## config.mk

```make
export PLATFORM = sky130hd
export DESIGN_NAME = sevenseg_scan_decoder
export DESIGN_NICKNAME = d
export VERILOG_FILES = /design/src/rtl/sevenseg_pkg.sv /design/src/rtl/sevenseg_pattern_dec.sv /design/src/rtl/sevenseg_scan_decoder.sv
export SDC_FILE = /design/constraint.sdc
export NUM_CORES = 1
export LEC_CHECK = 0
export CORE_UTILIZATION = 54
export DETAILED_ROUTE_END_ITERATION = 16
export GPL_ROUTABILITY_DRIVEN = 0
export PLACE_DENSITY_LB_ADDON = 0.1
export SLEW_MARGIN = 20
export SYNTH_ARGS = -nofsm -noshare
export SYNTH_HDL_FRONTEND = slang
export SYNTH_SLANG_ARGS = --single-unit
```

## constraint.sdc

```tcl
create_clock -name clk -period 3.7 [get_ports clk]
set_input_delay 0.925 -clock clk [delete_from_list [all_inputs] [get_ports clk]]
set_output_delay 0.925 -clock clk [all_outputs]
set_load 0.005 [all_outputs]
```

## src/rtl/sevenseg_pkg.sv

```systemverilog
// Shared definitions for the seven-segment scan decoder: segment table, FSM states, select helpers.
package sevenseg_pkg;

    localparam int NUM_DIGITS = 8;
    localparam logic [6:0] BLANK = 7'b1111111;

    // Active-low abcdefg patterns, indexed by hex nibble.
    localparam logic [6:0] SEG_TABLE [16] = '{
        7'b0000001, 7'b1001111, 7'b0010010, 7'b0000110,
        7'b1001100, 7'b0100100, 7'b0100000, 7'b0001111,
        7'b0000000, 7'b0000100, 7'b0001000, 7'b1100000,
        7'b0110001, 7'b1000010, 7'b0110000, 7'b0111000
    };

    typedef enum logic [1:0] {
        S_WAIT,
        S_SETTLE,
        S_HELD
    } state_t;

    // True when exactly one anode line is driven low.
    function automatic logic is_single_select(input logic [NUM_DIGITS-1:0] anode);
        logic [NUM_DIGITS-1:0] sel;
        sel = ~anode;
        return (sel != '0) && ((sel & (sel - 1'b1)) == '0);
    endfunction

    function automatic logic [2:0] low_index(input logic [NUM_DIGITS-1:0] anode);
        logic [2:0] idx;
        idx = '0;
        for (int i = NUM_DIGITS - 1; i >= 0; i--) begin
            if (!anode[i]) idx = 3'(i);
        end
        return idx;
    endfunction

endpackage

```

## src/rtl/sevenseg_pattern_dec.sv

```systemverilog
// Combinational reverse lookup of an active-low segment pattern to its hex nibble.
module sevenseg_pattern_dec
    import sevenseg_pkg::*;
(
    input  logic [6:0] i_seg,
    output logic       o_legal,
    output logic [3:0] o_nibble
);

    always_comb begin
        // NOTE: every output gets a default before the search so no latch is inferred.
        o_legal  = 1'b0;
        o_nibble = 4'h0;
        for (int i = 0; i < 16; i++) begin
            if (i_seg == SEG_TABLE[i]) begin
                o_legal  = 1'b1;
                o_nibble = 4'(i);
            end
        end
    end

endmodule

```

## src/rtl/sevenseg_scan_decoder.sv

```systemverilog
// Decodes a scanned 8-digit seven-segment bus back into a 32-bit word.
// Optional macro SEVSEG_ERR_CNT_EN adds a saturating err_count output.
module sevenseg_scan_decoder
    import sevenseg_pkg::*;
#(
    parameter int SETTLE_CYCLES = 4,
    parameter int SYNC_STAGES   = 2
)
(
    input  logic        clk,
    input  logic        rst,
    input  logic [7:0]  anode,
    input  logic [6:0]  seg,
    output logic [31:0] value,
    output logic        frame_valid,
    output logic [7:0]  captured,
    output logic        digit_err
`ifdef SEVSEG_ERR_CNT_EN
    ,
    output logic [7:0]  err_count
`endif
);

    localparam logic [7:0] SETTLE_LIM = SETTLE_CYCLES[7:0];

    logic [7:0]  r_anode_sync [SYNC_STAGES];
    logic [6:0]  r_seg_sync   [SYNC_STAGES];

    state_t      r_state;
    logic [7:0]  r_cnt;
    logic [14:0] r_lat_sample;
    logic [31:0] r_shadow;
    logic [31:0] r_value;
    logic [7:0]  r_captured;
    logic        r_frame_valid;
    logic        r_digit_err;

    logic [7:0]  w_anode_s;
    logic [6:0]  w_seg_s;
    logic [14:0] w_sample;
    logic        w_valid_sel;
    logic        w_same;
    logic [2:0]  w_digit_idx;
    logic [4:0]  w_nib_lsb;
    logic [7:0]  w_digit_mask;
    logic        w_legal;
    logic [3:0]  w_nibble;
    logic [31:0] w_merged;
    logic        w_accept;
    logic        w_restart;

    // NOTE: the synchroniser stages are reset to blank so a stale select never leaks out of reset.
    always_ff @(posedge clk) begin
        if (!rst) begin
            for (int i = 0; i < SYNC_STAGES; i++) begin
                r_anode_sync[i] <= '1;
                r_seg_sync[i]   <= BLANK;
            end
        end else begin
            // NOTE: non-blocking assignments let every stage shift on the same edge.
            r_anode_sync[0] <= anode;
            r_seg_sync[0]   <= seg;
            for (int i = 1; i < SYNC_STAGES; i++) begin
                r_anode_sync[i] <= r_anode_sync[i-1];
                r_seg_sync[i]   <= r_seg_sync[i-1];
            end
        end
    end

    assign w_anode_s    = r_anode_sync[SYNC_STAGES-1];
    assign w_seg_s      = r_seg_sync[SYNC_STAGES-1];
    assign w_sample     = {w_anode_s, w_seg_s};
    assign w_valid_sel  = is_single_select(w_anode_s);
    assign w_same       = (w_sample == r_lat_sample);
    assign w_digit_idx  = low_index(w_anode_s);
    assign w_nib_lsb    = {w_digit_idx, 2'b00};
    assign w_digit_mask = 8'b1 << w_digit_idx;

    sevenseg_pattern_dec u_dec (
        .i_seg    (w_seg_s),
        .o_legal  (w_legal),
        .o_nibble (w_nibble)
    );

    always_comb begin
        w_merged = r_shadow;
        w_merged[w_nib_lsb +: 4] = w_nibble;
    end

    // A restart begins a fresh stability count; with a limit of 1 it accepts immediately.
    always_comb begin
        w_accept  = 1'b0;
        w_restart = 1'b0;
        case (r_state)
            S_WAIT: begin
                if (w_valid_sel) begin
                    w_restart = 1'b1;
                    w_accept  = (SETTLE_LIM == 8'd1);
                end
            end
            S_SETTLE: begin
                if (w_valid_sel) begin
                    if (w_same) begin
                        w_accept = ((r_cnt + 8'd1) == SETTLE_LIM);
                    end else begin
                        w_restart = 1'b1;
                        w_accept  = (SETTLE_LIM == 8'd1);
                    end
                end
            end
            S_HELD: begin
                if (w_valid_sel && !w_same) begin
                    w_restart = 1'b1;
                    w_accept  = (SETTLE_LIM == 8'd1);
                end
            end
            default: ;
        endcase
    end

    always_ff @(posedge clk) begin
        if (!rst) begin
            r_state       <= S_WAIT;
            r_cnt         <= '0;
            r_lat_sample  <= '1;
            r_shadow      <= '0;
            r_value       <= '0;
            r_captured    <= '0;
            r_frame_valid <= 1'b0;
            r_digit_err   <= 1'b0;
        end else begin
            r_frame_valid <= 1'b0;
            r_digit_err   <= 1'b0;
            if (!w_valid_sel) begin
                r_state <= S_WAIT;
                r_cnt   <= '0;
            end else if (w_accept) begin
                r_state      <= S_HELD;
                r_cnt        <= SETTLE_LIM;
                r_lat_sample <= w_sample;
                if (w_legal) begin
                    r_shadow[w_nib_lsb +: 4] <= w_nibble;
                    if ((r_captured | w_digit_mask) == 8'hFF) begin
                        r_value       <= w_merged;
                        r_frame_valid <= 1'b1;
                        r_captured    <= '0;
                    end else begin
                        r_captured <= r_captured | w_digit_mask;
                    end
                end else begin
                    r_digit_err <= 1'b1;
                end
            end else if (w_restart) begin
                r_state      <= S_SETTLE;
                r_cnt        <= 8'd1;
                r_lat_sample <= w_sample;
            end else if (r_state == S_SETTLE) begin
                r_cnt <= r_cnt + 8'd1;
            end
        end
    end

`ifdef SEVSEG_ERR_CNT_EN
    logic [7:0] r_err_count;

    // Counts on the edge that raises digit_err, so both are visible together.
    always_ff @(posedge clk) begin
        if (!rst) begin
            r_err_count <= '0;
        end else if (w_valid_sel && w_accept && !w_legal && (r_err_count != 8'hFF)) begin
            r_err_count <= r_err_count + 8'd1;
        end
    end

    assign err_count = r_err_count;
`endif

    assign value       = r_value;
    assign frame_valid = r_frame_valid;
    assign captured    = r_captured;
    assign digit_err   = r_digit_err;

endmodule
```

==> impl_metrics.yaml, run 1 <==
global_route:
  grt_overflow_total: 0
  grt_start_max_net_pins: 62
  first_global_vias: 4634
  groute.usage.overall: 0.251
  antenna_violations_before_repair: 0
  grt_pass1_wl_um: 22400
timing:
  final-setup-viol-count: 0
  final_period_minus_worst_setup_slack_ns: 3.30
  fin_worst_hold_slack_ns: 0.404
  final_cycle_utilization_of_the_critical_path: 0.893
  transition_time_at_the_pin_with_the_least_slew_margin_ns: 0.988
  max-slew-margin-rel: 0.337
  unrepaired_setup_endpoints_after_global_routing: "false"
  hold_violations: 0
  fmax_mhz: 303
  timing_max_transition_violations_final: 0
  setup-tns-final_ns: 0
  clock_skew_ns: 0.00692
critical_path:
  critical_path.endpoint_type: "flip-flop"
  critical_path_class: "flip-flop to flip-flop"
  crit_required_ns: 4.12
  timing.critical_path.from_type: "flip-flop"
  critical_path_arrival_ns: 3.73
  critPathMaxFanout: 61
floorplanning:
  start_util: 0.565
  core_area_mm2: 0.0105
  io_pins: 59
  die_area_mm2: 0.0114
  floorplan.die.width_um: 107
  die_h_um: 107
  std_cell_rows: 37
yosys:
  share_of_flip_flops_with_an_asynchronous_set_or_reset: 0
  postSynthRegisterBits: 129
  yosys_warnings: 0
  yosysTopAreaCellShare: 0.435
  synth_edf_count: 0
  postSynthNetCount: 696
  dominantRegCellSynth: "sky130_fd_sc_hd__dfxtp_1"
  syn-instance-count: 670
  average_size_of_a_mapped_cell_um2: 8.86
  synth_cell_type_count: 59
  synth_area_leaders: "sky130_fd_sc_hd__dfxtp_1, sky130_fd_sc_hd__mux2i_1, sky130_fd_sc_hd__nor2_1, sky130_fd_sc_hd__nand2b_1, sky130_fd_sc_hd__a211oi_1"
  seq_area_frac_synth: 0.435
  syn_area_mm2: 0.00594
  synth_top_cell_by_area: "sky130_fd_sc_hd__dfxtp_1"
power:
  power.share.combinational: 0.081
  power.static_leakage_nw: 2.57
  cell_internal_pwr_mw: 2.63
  vdd_drop_max_mv: 0.407
  switching_fraction: 0.238
  total_power_mw: 3.45
  power_density_mw_per_mm2: 477
  p_seq_frac: 0.418
  total_switching_power_mw: 0.821
  clock_power_share: 0.501
drt:
  vias: 4949
  vias_per_cell: 5.75
  remaining_drc_errors: 0
  drt_iter0_drc: 324
  detail_route.first_pass.iterations: 5
  route.detailed.wl_per_inst_um: 15.5
  route.final.wire_length_um: 13300
  ant_nets: 0
place:
  hpwlAfterDp_um: 9060
  inst_count_dp: 828
  numPortBuffers: 58
cells_and_area:
  antenna_cells_inserted: 0
  final_layout_size_suffix_gt1_frac: 0.105
  fin_nets: 737
  finalNonFillerCells: 860
  flow.area_growth_from_synthesis_pct: 21.6
clock_network:
  cts_num_sinks: 129
  cts.repair_timing.setup_buffer_count: 0
  tritoncts_clock_tree: "built"
  cts_max_path_buffers: 2
  cts.root.buffer_cell: "sky130_fd_sc_hd__clkbuf_8"
  htree_levels: 4
  clk_pin_slew_worst_setup_hold_paths_ns: 0.06
  clk_latency_ns: 0.54
  cts_buffer_count: 17
  cts-hold-fix-buffers: 0
flow_run:
  cap_viol_max_count: 0
worst_hold_path:
  hp-class: "flip-flop to flip-flop"
status:
  run_status: "finished clean"
## routing by layer
metal	part of all wire	GRT usage	vias up
li1	-	-	2476
met1	0.46	0.327	2296
met2	0.47	0.391	149
met3	0.052	0.0669	28
met4	0.021	0.111	0
met5	0	0	-
## cells in the final DEF (no fill, tap or decap), drive strengths merged, types with 3 or more instances in the layout
cell type / n
clkinv: 5
xnor2: 18
nand4b: 3
o311a: 3
nand2: 48
buf: 19
a31o: 3
xor2: 9
clkdlybuf4s50: 57
nor4: 4
o211ai: 3
o21ai: 25
mux2: 7
or4: 5
nor2: 60
nand3b: 3
ha: 9
a31oi: 7
dfxtp: 129
clkbuf: 21
a21oi: 37
and3: 5
a22oi: 16
bufinv: 3
nand2b: 35
nand4: 13
o2111ai: 4
nand3: 37
nor3: 26
inv: 11
mux2i: 35
a211oi: 26
nor2b: 9
## critical path: stages, from the launching register on
cell and delay, ns:
sky130_fd_sc_hd__dfxtp_1 0.50, sky130_fd_sc_hd__nand2b_1 0.09, sky130_fd_sc_hd__a21oi_1 0.21, sky130_fd_sc_hd__nor2_1 0.11
sky130_fd_sc_hd__inv_1 0.18, sky130_fd_sc_hd__ha_1 0.36, sky130_fd_sc_hd__a31o_2 0.20, sky130_fd_sc_hd__a32oi_1 0.04
sky130_fd_sc_hd__or4b_1 0.56, sky130_fd_sc_hd__nor4_2 0.30, sky130_fd_sc_hd__buf_12 0.30, sky130_fd_sc_hd__nor2_1 0.08
sky130_fd_sc_hd__a211oi_1 0.22
## timing repair
item,in CTS,in global routing
endpoints found under the setup margin,0,2
gates resized for setup,0,2
endpoints found under the hold margin,0,0
## worst paths after layout
path,start,end,slack (ns),depth (start not counted)
worst max-delay path,r_anode_sync[0][14],value[28],0.40,12
worst max register to register,r_anode_sync[0][14],value[28],0.40,12
worst min-delay path,r_seg_sync[0][4],r_seg_sync[0][11],0.40,1
worst min register to register,r_seg_sync[0][4],r_seg_sync[0][11],0.40,1
## flip-flops by register name, indices dropped and copies added, names as in the netlist
| name | count |
|---|---|
| r_lat_sample | 15 |
| r_seg_sync | 14 |
| r_cnt | 8 |
| r_anode_sync | 16 |
| value | 32 |
| digit_err | 1 |
| frame_valid | 1 |
| captured | 8 |
| r_shadow | 32 |
| r_state | 2 |
## kinds of logic (layout without fill, tap and decap cells)
logic type,after synthesis,count (layout),share of synthesized area
adders and majority gates,10,10,0.0206
muxes,42,42,0.0723
AOI/OAI and AO/OA,134,134,0.151
and+or+nand+nor,264,264,0.232
buffers and inverters,64,118,0.0487
DFF,129,129,0.435
xor gates and xnor gates,27,27,0.0411
## Yosys cell counts (2+ instances only)
cell type,count
sky130_fd_sc_hd__nand2b_1,35
sky130_fd_sc_hd__mux2i_1,35
sky130_fd_sc_hd__nor2_1,60
sky130_fd_sc_hd__and4_1,2
sky130_fd_sc_hd__a22oi_1,16
sky130_fd_sc_hd__dfxtp_1,129
sky130_fd_sc_hd__nor3b_1,2
sky130_fd_sc_hd__ha_1,9
sky130_fd_sc_hd__nor4_1,3
sky130_fd_sc_hd__nand2_1,47
sky130_fd_sc_hd__buf_2,21
sky130_fd_sc_hd__or2_2,2
sky130_fd_sc_hd__nand4_1,13
sky130_fd_sc_hd__xor2_1,9
sky130_fd_sc_hd__or4_1,4
sky130_fd_sc_hd__buf_6,2
sky130_fd_sc_hd__a31o_2,3
sky130_fd_sc_hd__o21ai_0,25
sky130_fd_sc_hd__nand3b_1,3
sky130_fd_sc_hd__nand3_1,37
sky130_fd_sc_hd__nor2b_1,9
sky130_fd_sc_hd__xnor2_1,17
sky130_fd_sc_hd__nor3_1,25
sky130_fd_sc_hd__a31oi_1,7
sky130_fd_sc_hd__or4b_1,2
sky130_fd_sc_hd__a21oi_1,36
sky130_fd_sc_hd__buf_4,2
sky130_fd_sc_hd__mux2_2,7
sky130_fd_sc_hd__o2111ai_1,4
sky130_fd_sc_hd__o211ai_1,3
sky130_fd_sc_hd__a32oi_1,2
sky130_fd_sc_hd__inv_1,8
sky130_fd_sc_hd__o22ai_1,2
sky130_fd_sc_hd__a2111o_1,2
sky130_fd_sc_hd__clkbuf_1,29
sky130_fd_sc_hd__nand4b_1,3
sky130_fd_sc_hd__a211oi_1,26
sky130_fd_sc_hd__or3_1,2
sky130_fd_sc_hd__o311a_1,3
sky130_fd_sc_hd__and3_1,5
## per-stage QoR
| step | instance area (um2) | utilization | setup slack (ns) |
|---|---|---|---|
| after floorplan | 5940 | - | 0.464 |
| after global placement | 6600 | 0.628 | 0.465 |
| after detailed placement | 6600 | 0.628 | 0.316 |
| after CTS | 7220 | 0.687 | 0.299 |
| after global routing | 7220 | 0.687 | 0.0547 |
| final | 7220 | 0.687 | 0.397 |
## layout make-up
type / instances / area (um2)
clock buffers: 21 / 469
clock inverters: 11 / 150
fillers: 873 / 3290
inverters: 10 / 37.5
multi-input cells: 477 / 3070
flip-flops and latches: 129 / 2580
well taps: 136 / 170
repair buffers: 76 / 736
## power groups by stage
stage	Sequential [mW]	Clock, mW	Combinational [mW]
after global placement	1.47	0	0.271
after CTS	1.44	1.75	0.278
after floorplan	1.45	0	0.217
after global routing	1.44	1.81	0.310
after detailed placement	1.47	0	0.277
final	1.44	1.73	0.280
No activity file was read; power rests on OpenSTA's default activity.
==> run 2, diff against run 1 <==
- GPL_ROUTABILITY_DRIVEN: 0 -> not set
- SLEW_MARGIN: 20 -> not set
==> results of run 2 <==
Same layout as run 1: the final DEF is identical, and so are final timing and power.
